===== src/rtl/fifo_drain_serializer.sv =====
`default_nettype none
// ============================================================================
// fifo_drain_serializer : drains IN_WIDTH-bit FIFO words and emits them as
//                         OUT_WIDTH-bit valid/ready beats, LSB chunk first.
// Revision: 1.0
// ============================================================================
module fifo_drain_serializer #(
    parameter int IN_WIDTH  = 64,
    parameter int OUT_WIDTH = 16
) (
    input  logic                 clk,
    input  logic                 reset,
    input  logic                 flush_en,
    input  logic                 fifo_empty,
    input  logic [IN_WIDTH-1:0]  fifo_value,
    output logic                 fifo_dequeue_en,
    output logic                 out_valid,
    output logic [OUT_WIDTH-1:0] out_data,
    output logic                 out_last,
    input  logic                 out_ready,
    output logic                 busy
);
    localparam int c_ratio = IN_WIDTH / OUT_WIDTH;
    localparam int c_cnt_w = $clog2(c_ratio + 1);
    localparam logic [c_cnt_w-1:0] c_last_cnt = c_cnt_w'(c_ratio - 1);
    localparam logic [c_cnt_w-1:0] c_cnt_one  = c_cnt_w'(1);

    typedef enum logic {
        ST_EMPTY = 1'b0,
        ST_SEND  = 1'b1
    } state_t;

    state_t                state_q, state_d;
    logic [IN_WIDTH-1:0]   shreg_q, shreg_d;
    logic [c_cnt_w-1:0]    beat_cnt_q, beat_cnt_d;
    logic                  w_accept;

    always_ff @(posedge clk or negedge reset) begin
        if (!reset) begin
            state_q    <= ST_EMPTY;
            shreg_q    <= '0;
            beat_cnt_q <= '0;
        end else begin
            state_q    <= state_d;
            shreg_q    <= shreg_d;
            beat_cnt_q <= beat_cnt_d;
        end
    end

    always_comb begin
        out_valid = (state_q == ST_SEND);
        busy      = out_valid;
        out_data  = shreg_q[OUT_WIDTH-1:0];
        out_last  = out_valid && (beat_cnt_q == c_last_cnt);
        w_accept  = out_valid && out_ready;
        // Gated by reset so a word is never popped while state is being held in reset.
        fifo_dequeue_en = reset && !flush_en && !fifo_empty &&
                          ((state_q == ST_EMPTY) || (w_accept && out_last));

        state_d    = state_q;
        shreg_d    = shreg_q;
        beat_cnt_d = beat_cnt_q;

        if (flush_en) begin
            state_d    = ST_EMPTY;
            beat_cnt_d = '0;
        end else if (fifo_dequeue_en) begin
            shreg_d    = fifo_value;
            beat_cnt_d = '0;
            state_d    = ST_SEND;
        end else if (w_accept) begin
            if (out_last) begin
                state_d = ST_EMPTY;
            end else begin
                shreg_d    = shreg_q >> OUT_WIDTH;
                beat_cnt_d = beat_cnt_q + c_cnt_one;
            end
        end
    end
endmodule
`default_nettype wire


===== config.mk =====
export PLATFORM = sky130hd
export DESIGN_NAME = fifo_drain_serializer
export DESIGN_NICKNAME = d
export VERILOG_FILES = /design/src/rtl/fifo_drain_serializer.sv
export SDC_FILE = /design/constraint.sdc
export NUM_CORES = 1
export LEC_CHECK = 0
export CORE_ASPECT_RATIO = 2
export CORE_MARGIN = 1.5
export CORE_UTILIZATION = 48
export CTS_CLUSTER_DIAMETER = 200
export DETAILED_ROUTE_END_ITERATION = 8
export PLACE_DENSITY = 0.77
export SETUP_SLACK_MARGIN = 0.2
export SLEW_MARGIN = 20
export SYNTH_ARGS = -nofsm -noshare
export SYNTH_HDL_FRONTEND = slang
export SYNTH_SLANG_ARGS = --single-unit

===== constraint.sdc =====
create_clock -name clk -period 2.08 [get_ports clk]
set_input_delay 0.416 -clock clk [delete_from_list [all_inputs] [get_ports clk]]
set_output_delay 0.416 -clock clk [all_outputs]
set_load 0.05 [all_outputs]

Word-level counts from Yosys, hierarchy flattened
Index checks and enable logic that the tools add are counted.
- mux-type cells: 11
- add/subtract/negate cells: 1
- equality and inequality tests: 3
- reductions and logical operators: 15
- bitwise operators: 2
- operator list (cell ; number):
    2-to-1 mux 64 bit ; 3
    2-to-1 mux 3 bit ; 4
    logical AND 1 bit ; 6
    nonzero test 3 bit ; 2
    2-to-1 mux 1 bit ; 4
    AND reduction 2 bit ; 2
    adder 3 x 1 -> 3 bit (second input constant) ; 1
    == test 3 x 2 -> 1 bit (second input constant) ; 1
    inequality test 3 bit (second input constant) ; 1
    AND reduction 3 bit ; 1
    zero test 1 bit ; 2
    inequality test 2 bit (second input constant) ; 1
    inverter 1 bit ; 2
    nonzero test 2 bit ; 1
    logical OR 1 bit ; 1
- flip-flop bits (word level): 68
- logic and storage cells: 35

Longest topological paths before layout
Gate-level depths: netlist of run 1.
- depth after elaboration: 7
- gate-level depth with buffers: 7
- mapped depth without buffers: 5

Worst setup path before layout of run 1
No wires, ideal clock.
- path type: flip-flop to output port
- start point: register beat_cnt_q[0]
- end point: output port fifo_dequeue_en
- buffers on the path: 2
- cell stages (with the launch flop): 8
- arrival: 1.671 ns
- data required time: 1.664 ns
- setup slack: -0.007 ns
- path through: dfrtp_1 > ha_1 > ha_1 > a21boi_1 > or2_0 > clkbuf_1 > buf_2 > inv_1
- longest elaborated chain between the ends: 5
- RTL lines (element ; line ; source):
    from (decl) ; 35 ; logic [c_cnt_w-1:0] beat_cnt_q, beat_cnt_d;
    from (signal assigned) ; 46 ; beat_cnt_q <= beat_cnt_d;
    == test 3 x 2 -> 1 bit ; 54 ; out_last = out_valid && (beat_cnt_q == c_last_cnt);
    logical AND 1 bit ; 54 ;
    logical AND 1 bit ; 58 ; ((state_q == ST_EMPTY) || (w_accept && out_last));
    logical OR 1 bit ; 58 ;
    logical AND 1 bit ; 57 ; fifo_dequeue_en = reset && !flush_en && !fifo_empty &&
    to (decl) ; 16 ; output logic fifo_dequeue_en,
No other way between the ends.

Worst setup path in the final report of run 1
- start point: register beat_cnt_q[0]
- end point: register shreg_q[23]
- longest elaborated chain between the ends: 7
- RTL lines (element ; line ; source):
    == test 3 x 2 -> 1 bit * ; 54 ;
    logical AND 1 bit * ; 54 ;
    logical AND 1 bit ; 58 ;
    logical OR 1 bit ; 58 ;
    logical AND 1 bit ; 57 ;
    inequality test 2 bit (no line) or nonzero test 2 bit (tied branches) ; - ;
    AND reduction 3 bit (no line) ; - ;
    to (signal assigned) ; 45 ; shreg_q <= shreg_d;
    to (decl) ; 34 ; logic [IN_WIDTH-1:0] shreg_q, shreg_d;
Mark *: on every way between the ends. The rest lies on a longest branch, timed or not.
A chain may end at the register's enable or synchronous reset.

==> insert_results.sql, run 1 <==
INSERT INTO impl_metrics (metric_group, metric, value, unit) VALUES
('outcome', 'outcome', 'completed', ''),
('clock_tree', 'cts.reportedPaths.clkPinSlew', '0.05', 'ns'),
('finish', 'regArea', '1700', 'um2'),
('placement', 'post-place-cells', '437', ''),
('worst_setup_path', 'cp_endpoint_kind', 'register', ''),
('finish', 'n_antenna_cell', '0', ''),
('detailed_routing', 'met3_wirelength_from_detailed_routing', '413', 'um'),
('grt', 'global_route.usage.total', '22.6', '%'),
('worst_setup_path', 'setup.worst_path.start_class', 'register', ''),
('floorplanning', 'fp.dieArea', '7330', 'um2'),
('finish', 'instances_no_fill', '478', ''),
('sta', 'report.final.slew_viol_count', '0', ''),
('sta', 'fin_worst_hold_slack', '0.309', 'ns'),
('floorplanning', 'initial_utilization', '49.7', '%'),
('grt', 'antenna_found_initial', '0', ''),
('worst_setup_path', 'worst-path-max-fanout', '8', ''),
('logic_synthesis', 'yosys_warnings', '0', ''),
('logic_synthesis', 'ys.flop_type', 'sky130_fd_sc_hd__dfrtp_1', ''),
('logic_synthesis', 'postSynthCellCount', '296', ''),
('floorplanning', 'die_height', '120', 'um'),
('placement', 'port-buffer-count', '88', ''),
('floorplanning', 'placementRows', '42', ''),
('detailed_routing', 'met2_wirelength', '5.31', 'mm'),
('floorplanning', 'fp.dieW', '61.3', 'um'),
('power', 'netSwitchingPower', '1310', 'uW'),
('clock_tree', 'tritoncts', 'yes', ''),
('floorplanning', 'floorplan.io_pins', '89', ''),
('logic_synthesis', 'synthesis.area', '3260', 'um2'),
('logic_synthesis', 'synth_top_cells_by_area', 'sky130_fd_sc_hd__dfrtp_1, sky130_fd_sc_hd__o32a_1, sky130_fd_sc_hd__o21a_1', ''),
('clock_tree', 'numClockSinks', '68', ''),
('clock_tree', 'cts_root_buffer', 'sky130_fd_sc_hd__clkbuf_16', ''),
('floorplanning', 'placeableCoreArea', '6570', 'um2'),
('min_path', 'holdCritPathClass', 'input pin to asynchronous set/reset pin', ''),
('logic_synthesis', 'asyncSetResetFlopFracSynth', '100', '%'),
('sta', 'rsz0062_at_grt', 'true', ''),
('sta', 'setup-violations-final', '0', ''),
('grt', 'grt_start_max_net_pins', '69', ''),
('logic_synthesis', 'ys_seq_elements', '68', ''),
('power', 'power.density', '891', 'nW/um2'),
('power', 'power.sequential.fraction', '41.5', '%'),
('sta', 'finalWorstPathRequiredPeriod', '2.04', 'ns'),
('worst_setup_path', 'critPathSlowestCell', 'sky130_fd_sc_hd__dfrtp_1', ''),
('worst_setup_path', 'timing.critical_path.arrival', '2.26', 'ns'),
('grt', 'overflow', '0', ''),
('logic_synthesis', 'seq_area_frac_synth', '52.2', '%'),
('power', 'cellLeakagePower', '0.00198', 'uW'),
('power', 'p_int', '2990', 'uW'),
('detailed_routing', 'drt_via_density', '5.95', ''),
('flow_run', 'count_of_max_cap_constraint_violations', '0', ''),
('detailed_routing', 'route.detailed.wl_per_inst', '20.1', 'um'),
('worst_setup_path', 'cpMostUsedCell', 'sky130_fd_sc_hd__buf_4', ''),
('logic_synthesis', 'synth_area_leader_cell', 'sky130_fd_sc_hd__dfrtp_1', ''),
('detailed_routing', 'route.detailed.drc', '0', ''),
('logic_synthesis', 'synth-edff-count', '0', ''),
('detailed_routing', 'topRoutingLayerUsed', 'met4', ''),
('power', 'vdd_ir_drop_max', '0.496', 'mV'),
('sta', 'fin_setup_tns', '0', 'ns'),
('finish', 'syn2layout_area_growth', '47.8', '%'),
('finish', 'combined_area_of_the_multi_input_logic_cells', '1250', 'um2'),
('detailed_routing', 'route.layer.met1.wl', '3.55', 'mm'),
('power', 'p_comb_share', '25.3', '%'),
('finish', 'finish.net_count', '458', ''),
('grt', 'first_global_vias', '2573', ''),
('worst_setup_path', 'setup.worst_path.class', 'register to register', ''),
('finish', 'fill_cells', '444', ''),
('detailed_routing', 'ant_nets', '0', ''),
('detailed_routing', 'dr_total_vias', '2846', ''),
('detailed_routing', 'postRouteWirelength', '9.59', 'mm'),
('logic_synthesis', 'avgSynthCellArea', '11.0', 'um2'),
('worst_setup_path', 'crit_chain', 'ha_2 > ha_4 > buf_4 > nand4bb_4 > buf_12 > buf_4 > buf_8 > o32a_1 > o21a_1', ''),
('logic_synthesis', 'post_synth_num_cell_types', '28', '');
metal layers:
metal | GRT usage, % | vias to the layer above
met5 | 0 | -
met4 | 9.78 | 0
met3 | 4.96 | 25
met2 | 35.5 | 128
met1 | 29.1 | 1425
li1 | - | 1268
layout by cell type (no fill, tap or decap), types with 3 or more instances in the layout:
cell,n
sky130_fd_sc_hd__o21ai_1,15
sky130_fd_sc_hd__dfrtp_1,67
sky130_fd_sc_hd__o211ai_1,16
sky130_fd_sc_hd__clkbuf_8,3
sky130_fd_sc_hd__nor3_1,7
sky130_fd_sc_hd__a31oi_1,7
sky130_fd_sc_hd__inv_1,20
sky130_fd_sc_hd__dlygate4sd2_1,20
sky130_fd_sc_hd__nand2_1,16
sky130_fd_sc_hd__clkdlybuf4s50_1,65
sky130_fd_sc_hd__buf_6,6
sky130_fd_sc_hd__o32a_1,41
sky130_fd_sc_hd__buf_12,7
sky130_fd_sc_hd__clkbuf_16,16
sky130_fd_sc_hd__buf_4,16
sky130_fd_sc_hd__o21a_1,41
power groups by stage:
| stage | clock [uW] | sequential (uW) | combinational, uW |
|---|---|---|---|
| 3_5_place_dp | 0 | 1790 | 1030 |
| 3_3_place_gp | 0 | 1780 | 1010 |
| 4_1_cts | 1410 | 1770 | 993 |
| 5_1_grt | 1500 | 1810 | 1160 |
| 6_report | 1430 | 1780 | 1090 |
| 2_1_floorplan | 0 | 1740 | 773 |
cells in the mapped netlist (2+ instances only):
master	n
sky130_fd_sc_hd__buf_6	5
sky130_fd_sc_hd__o32a_1	41
sky130_fd_sc_hd__buf_4	17
sky130_fd_sc_hd__o21a_1	41
sky130_fd_sc_hd__a31oi_1	7
sky130_fd_sc_hd__inv_1	21
sky130_fd_sc_hd__a21oi_1	2
sky130_fd_sc_hd__o31ai_1	2
sky130_fd_sc_hd__nand2b_1	2
sky130_fd_sc_hd__o21ai_1	13
sky130_fd_sc_hd__dfrtp_1	68
sky130_fd_sc_hd__clkbuf_1	9
sky130_fd_sc_hd__nor3_1	7
sky130_fd_sc_hd__buf_1	3
sky130_fd_sc_hd__ha_1	2
sky130_fd_sc_hd__nand2_1	16
sky130_fd_sc_hd__buf_2	11
sky130_fd_sc_hd__o211ai_1	16
sky130_fd_sc_hd__o21ai_0	4
critical path, delay by kind of cell, from the launching register on:
kind / cells / cell delay, ns
buffers and inverters: 4 / 0.58
DFF: 1 / 0.39
adders and majority gates: 2 / 0.38
AOI/OAI and AO/OA: 2 / 0.31
and+or+nand+nor: 1 / 0.26
registers in the layout, summed over array words and instances (netlist names):
signal	count
beat_cnt_q	3
shreg_q	64
busy	1
cell families (layout without fill, tap and decap cells):
| kind of cell | after synthesis | in the layout | synth area share [%] |
|---|---|---|---|
| buf+inv | 67 | 161 | 11.3 |
| compound gates | 128 | 128 | 30.9 |
| fa+ha+maj | 2 | 2 | 0.767 |
| flops | 68 | 68 | 52.2 |
| simple gates | 31 | 31 | 4.87 |
through the flow:
stage	cell area, um2	power (uW)	worst slack (ns)	utilization (%)
floorplan	3290	2510	0.185	-
global placement	4130	2790	-0.155	62.9
detailed placement	4130	2820	-0.171	62.9
CTS	4460	4170	0.0434	67.8
global route	4820	4460	0.0209	73.4
finish	4820	4300	0.0376	73.4
repair_timing:
item,CTS,global route
buffers inserted,3,10
endpoints found under the setup margin,60,50
hold buffers,0,0
cloned,1,13
resized for setup,26,12
pin swaps,5,8
area by class of cell:
type,instances,area share (%)
flip-flops and latches,68,35.3
clock buffers,12,5.53
clock inverters,2,0.208
repair buffers,126,29.0
well taps,88,2.28
inverters,21,1.71
multi-input cells,161,26.0
final timing paths:
kind                               startpoint          end  slack, ns  depth (start not counted)
worst max-delay path            beat_cnt_q[0]  shreg_q[23]       0.04                          9
worst min-delay path                    reset         busy       0.31                          2
worst min register to register    shreg_q[12]  shreg_q[12]       0.48                          1
max in group asynchronous               reset         busy       1.19                          2
worst max register to register  beat_cnt_q[0]  shreg_q[23]       0.04                          9
min in group clk                        reset         busy       0.38                          3
Note: power is estimated with default switching activity, not from simulation.
==> inputs of run 2 (changes only) <==
--- a/config.mk
+++ b/config.mk
@@ -5,12 +5,14 @@
 export SDC_FILE = /design/constraint.sdc
 export NUM_CORES = 1
 export LEC_CHECK = 0
+export ABC_CLOCK_PERIOD_IN_PS = 2080
 export CORE_ASPECT_RATIO = 2
 export CORE_MARGIN = 1.5
 export CORE_UTILIZATION = 48
 export CTS_CLUSTER_DIAMETER = 200
 export DETAILED_ROUTE_END_ITERATION = 8
 export PLACE_DENSITY = 0.77
+export RECOVER_POWER = 25
 export SETUP_SLACK_MARGIN = 0.2
 export SLEW_MARGIN = 20
 export SYNTH_ARGS = -nofsm -noshare
==> run 2 against run 1 <==
  * Clock skew about the same
  * Register-to-register slack about the same
  * Die area unchanged
  * Combinational power about the same
  * Final area about the same
  * Core utilization about the same
  * Cell count unchanged
  * Via count down 0.81%
  * Sequential power about the same
  * Clock-buffer cell count unchanged
  * Critical path type unchanged
==> insert_results.sql, run 2 (same netlist as run 1, synthesis figures left out) <==
INSERT INTO impl_metrics (metric_group, metric, value, unit) VALUES
('outcome', 'outcome', 'completed', ''),
('worst_setup_path', 'setup.worst_path.class', 'register to register', ''),
('flow_run', 'count_of_max_cap_constraint_violations', '0', ''),
('sta', 'rsz0062_at_grt', 'true', ''),
('power', 'vdd_ir_drop_max', '0.495', 'mV'),
('power', 'p_comb_share', '25.3', '%'),
('placement', 'place_worst_setup_slack', '-0.171', 'ns'),
('power', 'power.share.switching', '30.5', '%'),
('finish', 'layout_commonest_cell', 'sky130_fd_sc_hd__dfrtp_1', ''),
('finish', 'finish.net_count', '458', ''),
('worst_setup_path', 'reg2reg_slack', '0.04', 'ns'),
('finish', 'n_antenna_cell', '0', ''),
('sta', 'fmaxAchievable', '0.489', 'GHz'),
('grt', 'grt_start_max_net_pins', '69', ''),
('worst_setup_path', 'cpMostUsedCell', 'sky130_fd_sc_hd__buf_4', ''),
('floorplanning', 'initial_utilization', '49.7', '%'),
('detailed_routing', 'ant_nets', '0', ''),
('finish', 'syn2layout_area_growth', '47.7', '%'),
('clock_tree', 'tritoncts', 'yes', ''),
('worst_setup_path', 'setup.worst_path.start_class', 'register', ''),
('power', 'netSwitchingPower', '1310', 'uW'),
('sta', 'fin_setup_tns', '0', 'ns'),
('grt', 'global_route.usage.total', '22.6', '%'),
('detailed_routing', 'dr_total_vias', '2823', ''),
('detailed_routing', 'drt_pre_antenna_iters', '5', ''),
('power', 'power.sequential.fraction', '41.5', '%'),
('detailed_routing', 'route.detailed.wl_per_inst', '20.1', 'um'),
('sta', 'finalWorstPathRequiredPeriod', '2.04', 'ns'),
('floorplanning', 'placementRows', '42', ''),
('clock_tree', 'numClockSinks', '68', ''),
('sta', 'post-route-period-util', '98.2', '%'),
('grt', 'antenna_found_initial', '0', ''),
('power', 'power.clock.fraction', '33.2', '%'),
('worst_setup_path', 'timing.critical_path.arrival', '2.26', 'ns'),
('clock_tree', 'cts_root_buffer', 'sky130_fd_sc_hd__clkbuf_16', ''),
('worst_setup_path', 'worst-path-max-fanout', '8', ''),
('floorplanning', 'fp.dieW', '61.3', 'um'),
('finish', 'fill_cells', '443', ''),
('grt', 'overflow', '0', ''),
('sta', 'fin_skew', '0.00330', 'ns'),
('clock_tree', 'cts.reportedPaths.clkPinSlew', '0.05', 'ns'),
('grt', 'gr-usage-met3', '4.96', '%'),
('grt', 'grtUsageMet2', '35.5', '%'),
('sta', 'final_critical_path_setup_slack', '0.0364', 'ns'),
('worst_setup_path', 'worstPathRequired', '2.29', 'ns'),
('grt', 'grt-busiest-layer', 'met2', ''),
('sta', 'final-hold-violation-count', '0', ''),
('grt', 'first_pass_grt_wire_length', '12.3', 'mm'),
('finish', 'largest_reg_flops', '64', ''),
('clock_tree', 'maximum_root_to_sink_buffer_count', '2', ''),
('worst_setup_path', 'crit_chain', 'ha_2 > ha_4 > buf_4 > nand4bb_4 > buf_12 > buf_4 > buf_8 > o32a_1 > o21a_1', ''),
('finish', 'instances_no_fill', '478', ''),
('clock_tree', 'cts_inserted_buffers', '9', ''),
('sta', 'report.final.slew_viol_count', '0', ''),
('detailed_routing', 'first_iter_violations', '200', ''),
('floorplanning', 'floorplan.io_pins', '89', ''),
('finish', 'largest-register', 'shreg_q', ''),
('worst_setup_path', 'startpoint_of_the_worst_slack_reg_to_reg_timing_path', 'beat_cnt_q[0]', ''),
('placement', 'hpwl', '4.84', 'mm'),
('placement', 'post-place-cells', '437', ''),
('floorplanning', 'die_height', '120', 'um'),
('sta', 'setup-violations-final', '0', ''),
('power', 'p_int', '2990', 'uW'),
('clock_tree', 'hold_buffers', '0', ''),
('sta', 'slew_headroom', '42.8', '%'),
('grt', 'first_global_vias', '2573', ''),
('finish', 'drive_gt1_share', '16.4', '%'),
('worst_setup_path', 'reg2regPathDepth', '9', ''),
('finish', 'most-common-layout-cells', 'sky130_fd_sc_hd__dfrtp_1, sky130_fd_sc_hd__clkdlybuf4s50_1, sky130_fd_sc_hd__o32a_1, sky130_fd_sc_hd__o21a_1', ''),
('finish', 'fin_util', '73.4', '%'),
('power', 'cellLeakagePower', '0.00198', 'uW'),
('clock_tree', 'htree_levels', '3', ''),
('power', 'power.density', '891', 'nW/um2'),
('worst_setup_path', 'timing.critical_path.slowest_cell_delay', '0.39', 'ns'),
('grt', 'gr-usage-met1', '29.1', '%'),
('floorplanning', 'fp.dieArea', '7330', 'um2'),
('worst_setup_path', 'rr_endpoint', 'shreg_q[23]', ''),
('min_path', 'holdCritPathClass', 'input pin to asynchronous set/reset pin', ''),
('worst_setup_path', 'cp_endpoint_kind', 'register', ''),
('sta', 'tightestPinTransition', '0.858', 'ns'),
('power', 'p_total', '4290', 'uW'),
('placement', 'port-buffer-count', '88', ''),
('floorplanning', 'placeableCoreArea', '6570', 'um2'),
('detailed_routing', 'postRouteWirelength', '9.62', 'mm'),
('worst_setup_path', 'critPathSlowestCell', 'sky130_fd_sc_hd__dfrtp_1', ''),
('detailed_routing', 'drt_via_density', '5.91', ''),
('clock_tree', 'worstSkewPairLatency', '0.33', 'ns'),
('placement', 'weighted_congestion_reported_at_the_end_of_routability_driven_placement', '0.817', ''),
('detailed_routing', 'route.detailed.drc', '0', '');
[run 2: how the worst max path moves through the flow]
| stage | startpoint | to | slack [ns] |
|---|---|---|---|
| floorplan | beat_cnt_q[0] | fifo_dequeue_en | 0.19 |
| global placement | flush_en | shreg_q[4] | -0.15 |
| detailed placement | flush_en | shreg_q[21] | -0.17 |
| CTS | beat_cnt_q[1] | fifo_dequeue_en | 0.04 |
| global route | beat_cnt_q[0] | fifo_dequeue_en | 0.02 |
| finish | beat_cnt_q[0] | shreg_q[23] | 0.04 |
[run 2: final cells by class]
class,instances,area [um2],area share (%)
repair buffers,126,1400,29.0
multi-input cells,161,1250,26.0
clock inverters,2,10.0,0.208
clock buffers,12,267,5.53
flip-flops and latches,68,1700,35.3
inverters,21,82.6,1.71
well taps,88,110,2.29
[run 2: worst max-delay path: cells and delay by family, from the launching register on]
family,cells,cell delay [ns]
and+or+nand+nor,1,0.26
DFF,1,0.39
buffers and inverters,4,0.58
AOI/OAI and AO/OA,2,0.31
adders and majority gates,2,0.38
[run 2: layer usage]
metal | part of all wire [%] | up-vias
met5 | 0 | -
met4 | 3.1 | 0
met3 | 3.9 | 21
met2 | 56 | 114
met1 | 37 | 1423
li1 | - | 1265
[run 2: repair_timing]
| item | 4_1_cts | 5_1_grt |
|---|---|---|
| gates cloned | 1 | 13 |
| resized for setup | 26 | 12 |
| setup buffers | 3 | 10 |
| pin swaps | 5 | 8 |
| setup endpoints to repair | 60 | 50 |
[run 2: power groups by stage]
stage	combinational (uW)	sequential [uW]	clock (uW)
3_3_place_gp	1010	1780	0
3_5_place_dp	1030	1790	0
4_1_cts	993	1770	1410
6_report	1090	1780	1420
2_1_floorplan	773	1740	0
5_1_grt	1160	1810	1500
[run 2: stage by stage]
step	instance area, um2	hold WS [ns]
floorplan	3290	0.120
global placement	4130	0.472
detailed placement	4130	0.479
CTS	4460	0.341
global route	4820	0.404
finish	4820	0.344
==> inputs of run 3 (changes only) <==
--- a/config.mk
+++ b/config.mk
@@ -11,6 +11,8 @@
 export CORE_UTILIZATION = 48
 export CTS_CLUSTER_DIAMETER = 200
 export DETAILED_ROUTE_END_ITERATION = 8
+export GPL_ROUTABILITY_DRIVEN = 0
+export GPL_TIMING_DRIVEN = 0
 export PLACE_DENSITY = 0.77
 export RECOVER_POWER = 25
 export SETUP_SLACK_MARGIN = 0.2
==> run 3 against run 2 <==
  * The flow now finishes with violations (capacitance limit, slew limit, setup timing)
  * Die area stayed put
  * Sequential share of layout area is 2.0 points lower
  * Cell count is 6.3% higher
==> insert_results.sql, run 3 (same netlist as run 1, synthesis figures left out) <==
INSERT INTO impl_metrics (metric_group, metric, value, unit) VALUES
('worst_setup_path', 'timing.critical_path.arrival', '1.80', 'ns'),
('worst_setup_path', 'worstPathRequired', '1.66', 'ns'),
('clock_tree', 'htree_levels', '3', ''),
('min_path', 'holdCritPathClass', 'input pin to asynchronous set/reset pin', ''),
('clock_tree', 'cts_inserted_buffers', '9', ''),
('grt', 'first_global_vias', '2882', ''),
('detailed_routing', 'postRouteWirelength', '10.3', 'mm'),
('power', 'vdd_ir_drop_max', '0.709', 'mV'),
('worst_setup_path', 'reg2reg_slack', '0.04', 'ns'),
('detailed_routing', 'route.detailed.wl_per_inst', '20.3', 'um'),
('placement', 'hpwl', '5.99', 'mm'),
('floorplanning', 'placeableCoreArea', '6570', 'um2'),
('placement', 'postPlaceCellArea', '4300', 'um2'),
('sta', 'post-route-period-util', '107', '%'),
('floorplanning', 'die_height', '120', 'um'),
('detailed_routing', 'ant_nets', '0', ''),
('detailed_routing', 'route.detailed.drc', '0', ''),
('sta', 'rsz0062_at_grt', 'true', ''),
('flow_run', 'count_of_max_cap_constraint_violations', '1', ''),
('detailed_routing', 'drt_via_density', '5.84', ''),
('detailed_routing', 'drt_pre_antenna_iters', '4', ''),
('worst_setup_path', 'startpoint_of_the_worst_slack_reg_to_reg_timing_path', 'beat_cnt_q[0]', ''),
('worst_setup_path', 'worst-path-max-fanout', '2', ''),
('floorplanning', 'initial_utilization', '49.7', '%'),
('finish', 'largest_reg_flops', '64', ''),
('sta', 'fmaxAchievable', '0.451', 'GHz'),
('finish', 'most-common-layout-cells', 'sky130_fd_sc_hd__dfrtp_1, sky130_fd_sc_hd__clkdlybuf4s50_1, sky130_fd_sc_hd__o32a_1, sky130_fd_sc_hd__o21a_1, sky130_fd_sc_hd__buf_4', ''),
('clock_tree', 'worstSkewPairLatency', '0.34', 'ns'),
('clock_tree', 'maximum_root_to_sink_buffer_count', '2', ''),
('clock_tree', 'tritoncts', 'yes', ''),
('detailed_routing', 'first_iter_violations', '225', ''),
('sta', 'finalWorstPathRequiredPeriod', '2.22', 'ns'),
('power', 'power.density', '891', 'nW/um2'),
('sta', 'fin_skew', '0.00464', 'ns'),
('floorplanning', 'placementRows', '42', ''),
('worst_setup_path', 'rr_endpoint', 'shreg_q[17]', ''),
('power', 'p_total', '4550', 'uW'),
('finish', 'syn2layout_area_growth', '56.6', '%'),
('sta', 'tightestPinTransition', '1.61', 'ns'),
('grt', 'first_pass_grt_wire_length', '14.0', 'mm'),
('floorplanning', 'fp.dieArea', '7330', 'um2'),
('detailed_routing', 'dr_total_vias', '2969', ''),
('finish', 'fill_cells', '428', ''),
('outcome', 'outcome', 'complete, but fails checks', ''),
('sta', 'final-hold-violation-count', '0', ''),
('sta', 'slew_headroom', '-7.59', '%'),
('outcome', 'violated_checks', 'capacitance limit, slew limit, setup timing', ''),
('clock_tree', 'numClockSinks', '68', ''),
('finish', 'finish.net_count', '488', ''),
('worst_setup_path', 'setup.worst_path.start_class', 'register', ''),
('clock_tree', 'cts.reportedPaths.clkPinSlew', '0.06', 'ns'),
('grt', 'overflow', '0', ''),
('sta', 'report.final.slew_viol_count', '31', ''),
('placement', 'place_worst_setup_slack', '-1.26', 'ns'),
('clock_tree', 'cts_root_buffer', 'sky130_fd_sc_hd__clkbuf_16', ''),
('sta', 'setup-violations-final', '1', ''),
('grt', 'grt_start_max_net_pins', '31', ''),
('power', 'cellLeakagePower', '0.00213', 'uW'),
('floorplanning', 'floorplan.io_pins', '89', ''),
('finish', 'largest-register', 'shreg_q', ''),
('finish', 'final_design_area_no_fill', '5110', 'um2'),
('floorplanning', 'fp.dieW', '61.3', 'um'),
('sta', 'fin_worst_hold_slack', '0.134', 'ns'),
('worst_setup_path', 'setup.worst_path.class', 'register to output pin', ''),
('grt', 'antenna_found_initial', '0', ''),
('finish', 'drive_gt1_share', '22.6', '%'),
('finish', 'layout_commonest_cell', 'sky130_fd_sc_hd__dfrtp_1', ''),
('grt', 'global_route.usage.total', '26.1', '%'),
('worst_setup_path', 'cp_endpoint_kind', 'output pin', ''),
('worst_setup_path', 'reg2regPathDepth', '9', ''),
('sta', 'final_critical_path_setup_slack', '-0.139', 'ns'),
('placement', 'port-buffer-count', '88', ''),
('finish', 'n_antenna_cell', '0', '');
[run 3: how the worst max path moves through the flow]
stage / start / end / slack [ns]
after floorplan: beat_cnt_q[0] / fifo_dequeue_en / 0.19
after global placement: reset / fifo_dequeue_en / -3.38
after detailed placement: reset / fifo_dequeue_en / -1.26
after CTS: beat_cnt_q[1] / fifo_dequeue_en / -0.21
after global routing: beat_cnt_q[0] / fifo_dequeue_en / -0.18
final: beat_cnt_q[0] / fifo_dequeue_en / -0.14
[run 3: layout make-up]
cell class	count	area, um2	share of cell area, %
multi-input combinational	161	1300	25.5
inverter	21	82.6	1.62
buffer	46	422	8.25
timing repair buffer	110	1200	23.4
clock inverter	2	35.0	0.686
sequential	68	1700	33.3
tap	88	110	2.16
clock buffer	12	256	5.02
[run 3: worst max-delay path, cell delays in order (launching register included)]
cell                         delay [ns]
sky130_fd_sc_hd__dfrtp_1           0.41
sky130_fd_sc_hd__ha_4              0.18
sky130_fd_sc_hd__ha_4              0.16
sky130_fd_sc_hd__a21boi_4          0.14
sky130_fd_sc_hd__or2_1             0.14
sky130_fd_sc_hd__buf_6             0.11
sky130_fd_sc_hd__buf_6             0.10
sky130_fd_sc_hd__clkinvlp_4        0.07
sky130_fd_sc_hd__buf_8             0.15
[run 3: what timing repair did]
action / 4_1_cts / 5_1_grt
cloned: 3 / 6
endpoints found under the setup margin: 83 / 68
pin swaps: 4 / 42
buffers inserted: 6 / 4
gates resized for setup: 64 / 63
hold endpoints to repair: 30 / 0
hold buffers: 2 / 0
[run 3: power breakdown]
group,internal (uW),switching (uW),total (uW)
clock network,977,552,1530
registers,1610,202,1810
logic,597,619,1220
total,3180,1370,4550
[run 3: per-stage QoR]
step           util (%)  TNS [ns]  std cells
6_report           77.8    -0.139        508
5_1_grt            77.8    -0.296        508
4_1_cts            73.5    -0.212        498
3_5_place_dp       65.5    -17.96        473
3_3_place_gp       65.2   -275.57        472
2_1_floorplan         -         0        296
[run 3: per-layer routing]
layer / share of wire, % / track usage [%] / vias up / routed length (um)
met3: 5.1 / 6.36 / 33 / 525
met2: 56 / 43.3 / 132 / 5760
li1: - / - / 1340 / -
met4: 4.2 / 11.4 / 0 / 429
met1: 35 / 30.6 / 1464 / 3600
met5: 0 / 0 / - / 0
